File: src/rtl/puf_pkg.sv
// Shared types and defaults for the ring-oscillator race PUF sequencer.
package puf_pkg;

  typedef enum logic [2:0] {
    ST_IDLE,
    ST_CLEAR,
    ST_SETTLE,
    ST_MEASURE,
    ST_STORE,
    ST_EMIT,
    ST_DONE
  } puf_state_e;

  localparam int RESP_BYTE_W    = 8;
  localparam int DEF_NUM_CHAL   = 64;
  localparam int DEF_SETTLE_CYC = 4;
  localparam int DEF_WIN_CYC    = 1024;

endpackage

File: src/rtl/puf_resp_packer.sv
// Bit-indexed response byte builder with a valid/ready output register.
module puf_resp_packer
  import puf_pkg::*;
(
  input  logic                           clk,
  input  logic                           reset,
  input  logic                           clr_i,
  input  logic                           wr_en_i,
  input  logic [$clog2(RESP_BYTE_W)-1:0] wr_idx_i,
  input  logic                           wr_bit_i,
  input  logic                           load_i,
  input  logic                           ready_i,
  output logic [RESP_BYTE_W-1:0]         data_o,
  output logic                           valid_o
);

  logic [RESP_BYTE_W-1:0] data_q;
  logic                   valid_q;

  always_ff @(posedge clk or posedge reset) begin
    if (reset) begin
      data_q  <= '0;
      valid_q <= 1'b0;
    end else begin
      if (clr_i) begin
        data_q <= '0;
      end else if (wr_en_i) begin
        data_q[wr_idx_i] <= wr_bit_i;
      end
      if (load_i) begin
        valid_q <= 1'b1;
      end else if (valid_q && ready_i) begin
        valid_q <= 1'b0;
      end
    end
  end

  assign data_o  = data_q;
  assign valid_o = valid_q;

endmodule

File: src/rtl/puf_race_sequencer.sv
// Steps the PUF mux through every challenge, races the two counters and packs results.
// state   | meaning
// IDLE    | counters held clear, wait for start
// CLEAR   | drive chal_sel, clear counters (1 cycle)
// SETTLE  | counters idle while oscillators settle
// MEASURE | counters enabled, wait for first finish flag or window end
// STORE   | write race bit into the packer (1 cycle)
// EMIT    | byte offered downstream, run stalls until taken
// DONE    | one-cycle completion pulse
module puf_race_sequencer
  import puf_pkg::*;
#(
  parameter int NUM_CHAL   = DEF_NUM_CHAL,
  parameter int CHAL_W     = 7,
  parameter int SETTLE_CYC = DEF_SETTLE_CYC,
  parameter int WIN_CYC    = DEF_WIN_CYC
) (
  input  logic                   clk,
  input  logic                   reset,
  input  logic                   start,
  output logic                   busy,
  output logic                   done,
  output logic [CHAL_W-1:0]      chal_sel,
  output logic                   cnt_clr,
  output logic                   cnt_en,
  input  logic                   fin_a,
  input  logic                   fin_b,
  output logic [RESP_BYTE_W-1:0] resp_data,
  output logic                   resp_valid,
  input  logic                   resp_ready,
  output logic                   tie_seen,
  output logic                   timeout_seen
);

  localparam int SET_W = $clog2(SETTLE_CYC + 1);
  localparam int WIN_W = $clog2(WIN_CYC + 1);
  localparam int BIT_W = $clog2(RESP_BYTE_W);

  puf_state_e        state_q, state_d;
  logic [CHAL_W-1:0] chal_idx_q, chal_idx_d;
  logic [BIT_W-1:0]  bit_idx_q, bit_idx_d;
  logic [SET_W-1:0]  settle_q, settle_d;
  logic [WIN_W-1:0]  win_q, win_d;
  logic              bit_q, bit_d;
  logic              tie_q, tie_d;
  logic              to_q, to_d;
  logic              cnt_clr_q, cnt_en_q, busy_q, done_q;
  logic [CHAL_W-1:0] chal_sel_q;
  logic              xfer;

  assign xfer = resp_valid && resp_ready;

  always_comb begin
    state_d    = state_q;
    chal_idx_d = chal_idx_q;
    bit_idx_d  = bit_idx_q;
    settle_d   = settle_q;
    win_d      = win_q;
    bit_d      = bit_q;
    tie_d      = tie_q;
    to_d       = to_q;
    case (state_q)
      ST_IDLE: begin
        if (start) begin
          chal_idx_d = '0;
          bit_idx_d  = '0;
          tie_d      = 1'b0;
          to_d       = 1'b0;
          state_d    = ST_CLEAR;
        end
      end
      ST_CLEAR: begin
        settle_d = SET_W'(SETTLE_CYC - 1);
        state_d  = ST_SETTLE;
      end
      ST_SETTLE: begin
        if (settle_q == '0) begin
          win_d   = '0;
          state_d = ST_MEASURE;
        end else begin
          settle_d = settle_q - 1'b1;
        end
      end
      ST_MEASURE: begin
        if (fin_a && fin_b) begin
          bit_d   = 1'b0;
          tie_d   = 1'b1;
          state_d = ST_STORE;
        end else if (fin_a) begin
          bit_d   = 1'b1;
          state_d = ST_STORE;
        end else if (fin_b) begin
          bit_d   = 1'b0;
          state_d = ST_STORE;
        end else if (win_q == WIN_W'(WIN_CYC - 1)) begin
          bit_d   = 1'b0;
          to_d    = 1'b1;
          state_d = ST_STORE;
        end else begin
          win_d = win_q + 1'b1;
        end
      end
      ST_STORE: begin
        if (bit_idx_q == BIT_W'(RESP_BYTE_W - 1)) begin
          state_d = ST_EMIT;
        end else begin
          bit_idx_d  = bit_idx_q + 1'b1;
          chal_idx_d = chal_idx_q + 1'b1;
          state_d    = ST_CLEAR;
        end
      end
      ST_EMIT: begin
        if (xfer) begin
          bit_idx_d = '0;
          if (chal_idx_q == CHAL_W'(NUM_CHAL - 1)) begin
            state_d = ST_DONE;
          end else begin
            chal_idx_d = chal_idx_q + 1'b1;
            state_d    = ST_CLEAR;
          end
        end
      end
      ST_DONE:  state_d = ST_IDLE;
      default:  state_d = ST_IDLE;
    endcase
  end

  // Outputs are registered from the next state so they line up with state_q.
  always_ff @(posedge clk or posedge reset) begin
    if (reset) begin
      state_q    <= ST_IDLE;
      chal_idx_q <= '0;
      bit_idx_q  <= '0;
      settle_q   <= '0;
      win_q      <= '0;
      bit_q      <= 1'b0;
      tie_q      <= 1'b0;
      to_q       <= 1'b0;
      cnt_clr_q  <= 1'b1;
      cnt_en_q   <= 1'b0;
      busy_q     <= 1'b0;
      done_q     <= 1'b0;
      chal_sel_q <= '0;
    end else begin
      state_q    <= state_d;
      chal_idx_q <= chal_idx_d;
      bit_idx_q  <= bit_idx_d;
      settle_q   <= settle_d;
      win_q      <= win_d;
      bit_q      <= bit_d;
      tie_q      <= tie_d;
      to_q       <= to_d;
      cnt_clr_q  <= (state_d == ST_IDLE) || (state_d == ST_CLEAR) || (state_d == ST_DONE);
      cnt_en_q   <= (state_d == ST_MEASURE);
      busy_q     <= (state_d != ST_IDLE);
      done_q     <= (state_d == ST_DONE);
      if (state_d == ST_CLEAR) begin
        chal_sel_q <= chal_idx_d;
      end
    end
  end

  puf_resp_packer u_packer (
    .clk      (clk),
    .reset    (reset),
    .clr_i    ((state_d == ST_CLEAR) && (bit_idx_d == '0)),
    .wr_en_i  (state_q == ST_STORE),
    .wr_idx_i (bit_idx_q),
    .wr_bit_i (bit_q),
    .load_i   ((state_q == ST_STORE) && (bit_idx_q == BIT_W'(RESP_BYTE_W - 1))),
    .ready_i  (resp_ready),
    .data_o   (resp_data),
    .valid_o  (resp_valid)
  );

  assign busy         = busy_q;
  assign done         = done_q;
  assign chal_sel     = chal_sel_q;
  assign cnt_clr      = cnt_clr_q;
  assign cnt_en       = cnt_en_q;
  assign tie_seen     = tie_q;
  assign timeout_seen = to_q;

endmodule

File: config.mk
export PLATFORM = sky130hd
export DESIGN_NAME = puf_race_sequencer
export DESIGN_NICKNAME = d
export VERILOG_FILES = /design/src/rtl/puf_pkg.sv /design/src/rtl/puf_resp_packer.sv /design/src/rtl/puf_race_sequencer.sv
export SDC_FILE = /design/constraint.sdc
export NUM_CORES = 1
export LEC_CHECK = 0
export CORE_UTILIZATION = 40
export CTS_BUF_LIST = sky130_fd_sc_hd__clkbuf_4 sky130_fd_sc_hd__clkbuf_8
export DETAILED_ROUTE_END_ITERATION = 8
export GPL_TIMING_DRIVEN = 1
export PLACE_DENSITY = 0.66
export SLEW_MARGIN = 15
export SYNTH_ARGS = -nofsm -noshare
export SYNTH_HDL_FRONTEND = slang
export SYNTH_SLANG_ARGS = --single-unit
File: constraint.sdc
create_clock -name clk -period 2.4 [get_ports clk]
set_clock_uncertainty 0.05 [all_clocks]
set_input_delay 0.48 -clock clk [delete_from_list [all_inputs] [get_ports clk]]
set_output_delay 0.48 -clock clk [all_outputs]
set_load 0.1 [all_outputs]
Word-level counts from Yosys, hierarchy flattened
Cells that the tools add are included. Widths: inputs -> output; s select.

Bits in registers: 50. Input bits: 6. Output and inout port bits: 22. Logic and storage cells: 110.

Add/subtract/negate cells: 4. Order comparisons: 2. Equal/unequal tests: 20. Multiplexer cells: 46. Reductions and logical operators: 23.

Operators by type and width (count): $mux 11 (5); $mux 3 (13); $mux 7 (4); $pmux 11 s2 (1); $pmux 7 s3 (1); $ne 2x2->1 const B (9); $pmux 3 s6 (1); $mux 8 (2); $mux 1 (13); $eq 3x3->1 const B (4); $logic_not 3->1 (4); $reduce_and 6->1 (2); $add 11x1->11 const B (1); $eq 11x10->1 const B (1); $reduce_bool 2->1 (5); $eq 3x2->1 const B (3); $pmux 3 s3 (1); $bwmux 8 (1); $add 7x1->7 const B (1); $eq 7x6->1 const B (1); $eq 3x1->1 const B (2); $pmux 3 s2 (1); $logic_and 1x1->1 (5); $lt 3x4->1 const B (1); 10 further kinds (13).

Logic depth before layout (Yosys ltp)
Depth after elaboration: 9. Gate-level depth with buffers: 9.

Modules after synthesis
A second synthesis with hierarchy kept.

Cell total of the unflattened synthesis: 258. Area total of the unflattened synthesis: 2665.1 um^2.

Modules (own cells, without submodules): puf_race_sequencer (instances 1, cells an instance 220, area each 2198.4 um^2); puf_resp_packer (instances 1, cells an instance 38, area each 466.7 um^2).

Least setup slack after synthesis
No wires, ideal clock.

Kind: register to register. Start: register u_packer.valid_q (netlist: u_packer.valid_o). End: register chal_sel_q[2] (netlist: chal_sel[2]). Setup time: 125 ps. Data arrival time: 2424 ps. Data required time: 2225 ps. Setup slack: -200 ps. Stages on the path, launching flop included: 6. Buffers on the path: 0. Path through: dfrtp_1 and2_1 o21ai_0 a221oi_1 a21boi_2 mux2_2.

Longest elaborated chain between the ends: 4.

RTL lines: from (decl) (RTL line puf_resp_packer.sv:18) `logic valid_q;`; from (signal assigned) (RTL line puf_resp_packer.sv:23) `valid_q <= 1'b0;`; from (signal assigned) (RTL line puf_resp_packer.sv:31) `valid_q <= 1'b1;`; from (signal assigned) (RTL line puf_resp_packer.sv:33) `valid_q <= 1'b0;`; $logic_and 1x1->1 (*) (RTL line puf_race_sequencer.sv:51) `assign xfer = resp_valid && resp_ready;`; $mux 3 (RTL line puf_race_sequencer.sv:113) `if (xfer) begin`; $pmux 3 s6 (RTL line puf_race_sequencer.sv:62) `case (state_q)`; $eq 3x1->1 (RTL line puf_race_sequencer.sv:157) `if (state_d == ST_CLEAR) begin`; to (signal assigned) (RTL line puf_race_sequencer.sv:158) `chal_sel_q <= chal_idx_d;`; to (decl) (RTL line puf_race_sequencer.sv:48) `logic [CHAL_W-1:0] chal_sel_q;`.

Mark *: on every way between the ends. The rest lies on a longest branch, timed or not. A chain may end at the register's enable or synchronous reset.

Worst setup path after layout
Start: register win_q[1]. End: register win_q[4].

Longest elaborated chain between the ends: 6.

RTL lines: from (decl) (RTL line puf_race_sequencer.sv:43) `logic [WIN_W-1:0] win_q, win_d;`; from (signal assigned) (RTL line puf_race_sequencer.sv:149) `win_q <= win_d;`; $add 11x1->11 (RTL line puf_race_sequencer.sv:100) `win_d = win_q + 1'b1;`; $mux 11 (RTL line puf_race_sequencer.sv:95) `end else if (win_q == WIN_W'(WIN_CYC - 1)) begin`; $mux 11 (RTL line puf_race_sequencer.sv:92) `end else if (fin_b) begin`; $mux 11 (RTL line puf_race_sequencer.sv:89) `end else if (fin_a) begin`; $mux 11 (RTL line puf_race_sequencer.sv:85) `if (fin_a && fin_b) begin`; $pmux 11 s2 (RTL line puf_race_sequencer.sv:62).

Parallel ways exist; a longest one is shown, timed or not. The select of a mux whose other input is x is not followed.

==> flow_metrics.env <==
export IMPL_outcome="completed"
export IMPL_grt_ovfl_total=0
export IMPL_worstSetupEndpointType="flip-flop"
export IMPL_cts_hold_buf=0
export IMPL_crit_path_start_kind="flip-flop"
export IMPL_regToRegSetupSlack_ns=0.14
export IMPL_slew_headroom_pct=61.22
export IMPL_cpPeakStageDelay_ns=0.46
export IMPL_port_buffers=27
export IMPL_netlist_instances=277
export IMPL_cp_slowest_cell="dfrtp_1"
export IMPL_syn_area_mm2=0.002669
export IMPL_drt_iter0_drc=73
export IMPL_dpl_cell_area_mm2=0.003131
export IMPL_switching_power_uw=1673
export IMPL_sequentialPowerShare_pct=36.1
export IMPL_area_growth_pct=21.80
export IMPL_cts_tree="built"
export IMPL_cp_required_ns=2.57
export IMPL_wl_per_cell_um=14.47
export IMPL_vias_per_cell=5.595
export IMPL_drc=0
export IMPL_path_clk_slew_ns=0.10
export IMPL_synth_nets=288
export IMPL_ir_worst_vdd_v=0.0007858
export IMPL_hold_class="in2async"
export IMPL_fin_cells=405
export IMPL_antenna_left=0
export IMPL_cp_arrival_ns=2.43
export IMPL_dpl_cell_count=397
export IMPL_synth_cell_types=53
export IMPL_slew_viol_final=0
export IMPL_drive_gt1_share_pct=22.56
export IMPL_tightest_slew_ns=0.5756
export IMPL_synth_seq_cells=50
export IMPL_htree_levels=2
export IMPL_fin_nets=338
export IMPL_place_hpwl_um=4335
export IMPL_grt_use_total_pct=17.83
export IMPL_hold_violations=0
export IMPL_final_common_cell="buf_4"
export IMPL_worstPathMaxFanout=7
export IMPL_globalplace_congestion=0.8761
export IMPL_setup_ws_ns=0.1423
export IMPL_die_w_um=83.68
export IMPL_cts_buffers=5
export IMPL_grt_first_pass_wirelength_um=10140
export IMPL_holdWs_ns=0.4073
export IMPL_intPower_uw=2052
export IMPL_core_area_mm2=0.006386
export IMPL_crit_chain="ha_1, and4b_1, and4_1, o21a_1, buf_4, or3_1, a21oi_1"
export IMPL_synth_top_cell_area_share_pct=45.94
export IMPL_cts_sinks=50
export IMPL_worstSetupPathType="reg2reg"
export IMPL_route_vias_total=2266
export IMPL_dieArea_mm2=0.007002
export IMPL_cts_root_buf="clkbuf_8"
export IMPL_reg2reg_depth=7
export IMPL_insertedDiodeCount=0
export IMPL_die_h_um=83.68
export IMPL_yosysSeqAreaShare_pct=46.93
export IMPL_syn_avg_cell_area_um2=9.635
export IMPL_firstDrtPassIters=4
export IMPL_antenna_found_initial=0
export IMPL_setup_violations_final=0
export IMPL_layout_common_cells="51 x buf_4, 48 x dfrtp_1, 26 x a21oi_1"
export IMPL_synthArstFlopShare_pct=100.0
export IMPL_rows=29
export IMPL_power_frac_comb_pct=46.8
export IMPL_fillers=599
export IMPL_timing_final_crit_period_ns=2.258
export IMPL_maxCapViolCount=0
export IMPL_routed_wl_um=5860
export IMPL_power_per_cell_area_mw_per_mm2=1146
export IMPL_rsz0062_at_grt="true"
export IMPL_clk_latency_ns=0.31
export IMPL_grt_pass1_vias=2158
export IMPL_pin_count=28
export IMPL_ys_warn_count=0
export IMPL_initial_utilization_pct=41.79
export IMPL_pwr_share_clk_pct=17.1
export IMPL_p_leak_uw=0.001541
export IMPL_fin_crit_sh_pct=94.07
export IMPL_fmax_mhz=442.9
export IMPL_cts_max_path_buffers=2
export IMPL_grt_max_degree=19
export IMPL_yosys_top_cells_area="dfrtp_1 46%, a21oi_1 4.9%, mux2i_1 4.1%"
export IMPL_ys_flop_type="dfrtp_1"
export IMPL_synth_edf_count=0
export IMPL_yosys_area_top_type="dfrtp_1"
export IMPL_switching_share_pct=44.92
export IMPL_finalInstanceArea_mm2=0.003251
export IMPL_dp_slack_ns=-0.1546
==> per-stage QoR <==
stage | power, µW | setup TNS [ns] | util [%]
after global placement | 3065 | -1.465 | 49.02
final | 3726 | 0 | 50.90
after floorplan | 2583 | 0 | -
after global routing | 3978 | -0.005000 | 50.90
after CTS | 3744 | 0 | 50.90
after detailed placement | 3098 | -1.728 | 49.02
==> logic make-up (layout without fill, tap and decap cells) <==
logic type / after synthesis / in the layout / synth area share (%)
AND/OR/NAND/NOR: 95 / 95 / 19.18
AO/OA/AOI/OAI: 83 / 83 / 20.63
flip-flops: 50 / 50 / 46.93
buffers and inverters: 28 / 79 / 4.688
multiplexers: 16 / 16 / 6.235
adder cells (fa/ha/maj): 5 / 5 / 2.344
==> power by group through the flow <==
stage	clock, µW	combinational (µW)	sequential (µW)
after floorplan	0	842	1740
after global placement	0	1720	1350
after detailed placement	0	1740	1350
after CTS	651	1750	1340
after global routing	687	1900	1390
final	638	1740	1340
==> registers in the layout (all words and copies together) (netlist names) <==
signal,count
busy,1
win_q,11
tie_seen,1
bit_q,1
u_packer.data_o,8
cnt_clr,1
bit_idx_q,3
state_q,3
chal_idx_q,7
cnt_en,1
done,1
u_packer.valid_o,1
timeout_seen,1
chal_sel,7
settle_q,3
==> cell usage after synthesis, drive strengths merged, types with 2 or more instances <==
cell type  count
dfrtp         49
a21oi         26
nand2         25
o21ai         21
inv           15
nand3         15
mux2i         11
nor2          11
buf            7
clkbuf         6
ha             5
mux2           5
nand3b         5
nor2b          5
or3            5
a22o           4
and3           4
nand2b         4
nor3           4
o21a           4
o31ai          4
and2           3
and4           3
nand4          3
a211oi         2
a21boi         2
and3b          2
nor4           2
o211ai         2
o22ai          2
o311ai         2
o41ai          2
or3b           2
==> path summary, 6_finish.rpt <==
path	startpoint	to
setup reg to reg	win_q[1]$_DFFE_PP0P_	win_q[4]$_DFFE_PP0P_
hold / removal	reset	win_q[0]$_DFFE_PP0P_
hold reg to reg	tie_seen$_DFFE_PP0P_	tie_seen$_DFFE_PP0P_
min in group clk	tie_seen$_DFFE_PP0P_	tie_seen$_DFFE_PP0P_
max in group asynchronous	reset	cnt_clr$_DFF_PP1_
setup / recovery	win_q[1]$_DFFE_PP0P_	win_q[4]$_DFFE_PP0P_
==> worst max-delay path, delay by kind of cell, from the launching register on <==
family,cells,cell delay (ns)
AND/OR/NAND/NOR,3,0.76
flip-flops,1,0.46
AO/OA/AOI/OAI,2,0.43
adder cells (fa/ha/maj),1,0.27
buffers and inverters,1,0.19
==> layout make-up <==
type,instances,area (µm²),share of cell area [%]
Multi-Input combinational cell,199,1291,39.72
Sequential cell,50,1254,38.57
Timing Repair Buffer,56,432.9,13.32
Tap cell,77,96.34,2.964
Clock buffer,7,90.09,2.771
Inverter,15,56.30,1.732
Clock inverter,1,30.03,0.9238
==> layer usage <==
metal | vias to the layer above | GRT usage (%) | wire, µm
li1 | 1110 | - | -
met5 | - | 0 | 0
met2 | 33 | 28.82 | 2764
met1 | 1113 | 24.58 | 2841
met3 | 10 | 3.264 | 169
met4 | 0 | 5.085 | 85
==> timing repair <==
action,4_1_cts,5_1_grt
resized for setup,0,0
setup buffers,0,0
endpoints found under the setup margin,0,3
endpoints found under the hold margin,0,0
Power figures use the tool's default switching activity.
==> variant (config.mk and constraints unchanged) <==
Register the output `cnt_clr` once more; this adds one clock of latency there. The other outputs are not delayed to match.
--- a/src/rtl/puf_race_sequencer.sv
+++ b/src/rtl/puf_race_sequencer.sv
@@ -176,7 +176,9 @@
   assign busy         = busy_q;
   assign done         = done_q;
   assign chal_sel     = chal_sel_q;
-  assign cnt_clr      = cnt_clr_q;
+  always_ff @(posedge clk) begin
+    cnt_clr <= cnt_clr_q;
+  end
   assign cnt_en       = cnt_en_q;
   assign tie_seen     = tie_q;
   assign timeout_seen = to_q;
Function: changed (Yosys sat finds a counterexample within 4 cycles, from zero or initial values and one cycle with reset high).
==> variant against the original RTL <==
The flow now finishes with violations (design-rule violations); power down 2.7%; routed wire length down 3.1%; setup slack better by 0.0057 ns; design area about the same; register-to-register slack better by 0.05 ns; maximum frequency up 0.25%; global-route usage down 0.62 points; synthesized cell count up 0.36%; die area up 0.74%; sequential share of layout area up 0.68 points; sequential cell count up 1; synthesized area up 0.75%; largest power group unchanged.
==> variant: results (changes against the original RTL) <==
Leak = 1.53 nW (was 1.54 nW)
Mux share of post-synthesis cell area = 6.19% (was 6.24%)
Filler instances = 595 (was 599)
Tmin final = 2.25 ns (was 2.26 ns)
First-pass GRT wire length = 9.85 mm (was 10.1 mm)
DRC = 4 (was 0)
CTS Buffer Depth = 2 (unchanged)
Max reg flops = 11 (unchanged)
DR vias = 2241 (was 2266)
Clk_lat worst skew = 0.30 ns
Grt met2 use = 27.9% (was 28.8%)
Grt met1 use = 24.1% (was 24.6%)
CP max stage delay = 0.51 ns (was 0.46 ns)
DR iter-0 viols = 94 (was 73)
GRT met3 Usage = 3.36% (was 3.26%)
Fin. Hold Viols = 0 (unchanged)
Dpl hpwl = 4.23 mm (was 4.33 mm)
Placed inst area = 3160 um^2 (was 3130 um^2)
Post-Synth XOR/XNOR Area = 0% (unchanged)
Total iterations of the first detailed-routing run = 6 (was 4)
Placed cells = 397 (unchanged)
Crit path DAT = 2.37 ns (was 2.43 ns)
# diodes = 0 (unchanged)
Net Sw Power = 1.66 mW (was 1.67 mW)
Tightest Hold Check Type = reg -> reg (was in -> async)
Sequential area share after synthesis = 47.3% (was 46.9%)
Compound-Gate Fraction of Synth Area = 20.5% (was 20.6%)
H-tree depth = 2 (unchanged)
WL final = 5.68 mm (was 5.86 mm)
Clock power frac = 14.0% (was 17.1%)
Largest cells by area after synthesis = dfrtp_1 (46%), a21oi_1 (4.8%), mux2i_1 (4.1%), o21ai_0 (3.9%), nand2_1 (3.5%) (was dfrtp_1 (46%), a21oi_1 (4.9%), mux2i_1 (4.1%), o21ai_0 (3.9%), nand2_1 (3.5%))
Outcome = finished with violations (was completed)
Vias per cell = 5.53 (was 5.60)
Postcts setup bufs = 0 (unchanged)
GRT Total Usage = 17.2% (was 17.8%)
Warnings, synthesis = 0 (unchanged)
Peak fanout along the critical path = 8 (was 7)
Largest net degree at the start of global routing = 34 (was 19)
Root Buffer = clkbuf_8 (unchanged)
Synth Instances = 278 (was 277)
Initial antenna violation count = 0 (unchanged)
Adder-cell share of the synthesized area = 2.33% (was 2.34%)
Failing checks = design-rule violations
Total congestion overflow = 0 (unchanged)
Max_slew headroom = 58.4% (was 61.2%)
Asr flop ratio synth = 98.0% (was 100%)
CP max-delay cell = or3b_2 (was dfrtp_1)
Vias in the first global route = 2098 (was 2158)
# port buffers = 27 (unchanged)
Dpl ws = -0.181 ns (was -0.155 ns)
Synth cell types = 54 (was 53)
Placer congestion estimate = 0.824 (was 0.876)
Syn nets = 289 (was 288)
P_comb = 1.76 mW
Peak supply drop = 613 uV (was 786 uV)
[variant: cell types whose count changed in the layout (fill, tap and decap cells not counted), sizes merged]
cell	change
clkinvlp	+1
buf	-1
dfxtp	+1
bufinv	-1
[variant: cell type report]
| type | instances | area [um^2] | share of cell area (%) |
|---|---|---|---|
| multi-input combinational | 199 | 1290 | 39.8 |
| sequential | 51 | 1270 | 39.3 |
| timing repair buffer | 55 | 438 | 13.5 |
| tap | 77 | 96.3 | 2.97 |
| clock buffer | 7 | 83.8 | 2.58 |
| inverter | 15 | 56.3 | 1.73 |
| clock inverter | 1 | 7.51 | 0.231 |
[variant: stage by stage]
| step | total power [mW] | setup TNS [ns] | hold slack (ns) | utilization [%] |
|---|---|---|---|---|
| 3_3_place_gp | 3.10 | -1.53 | 0.349 | 49.1 |
| 6_report | 3.63 | 0 | 0.350 | 50.6 |
| 4_1_cts | 3.66 | 0 | 0.359 | 50.6 |
| 5_1_grt | 3.89 | 0 | 0.361 | 50.6 |
| 2_1_floorplan | 2.61 | 0 | 0.336 | - |
| 3_5_place_dp | 3.14 | -1.90 | 0.346 | 49.1 |
[variant: final timing paths]
kind | slack, ns | depth (start not counted) | start | to
worst max-delay path | 0.15 | 6 | resp_ready | u_packer.data_o[4]
worst min-delay path | 0.35 | 0 | cnt_clr_q | cnt_clr
worst max register to register | 0.19 | 7 | chal_idx_q[1] | chal_sel[5]
worst min register to register | 0.35 | 0 | cnt_clr_q | cnt_clr
max in group asynchronous | 1.28 | 3 | reset | cnt_clr_q
min in group asynchronous | 0.43 | 2 | reset | win_q[1]
[variant: layer usage]
layer | vias up | part of all wire (%)
met1 | 1087 | 48
met3 | 4 | 3.4
met2 | 38 | 48
met4 | 0 | 0.74
met5 | - | 0
li1 | 1112 | -
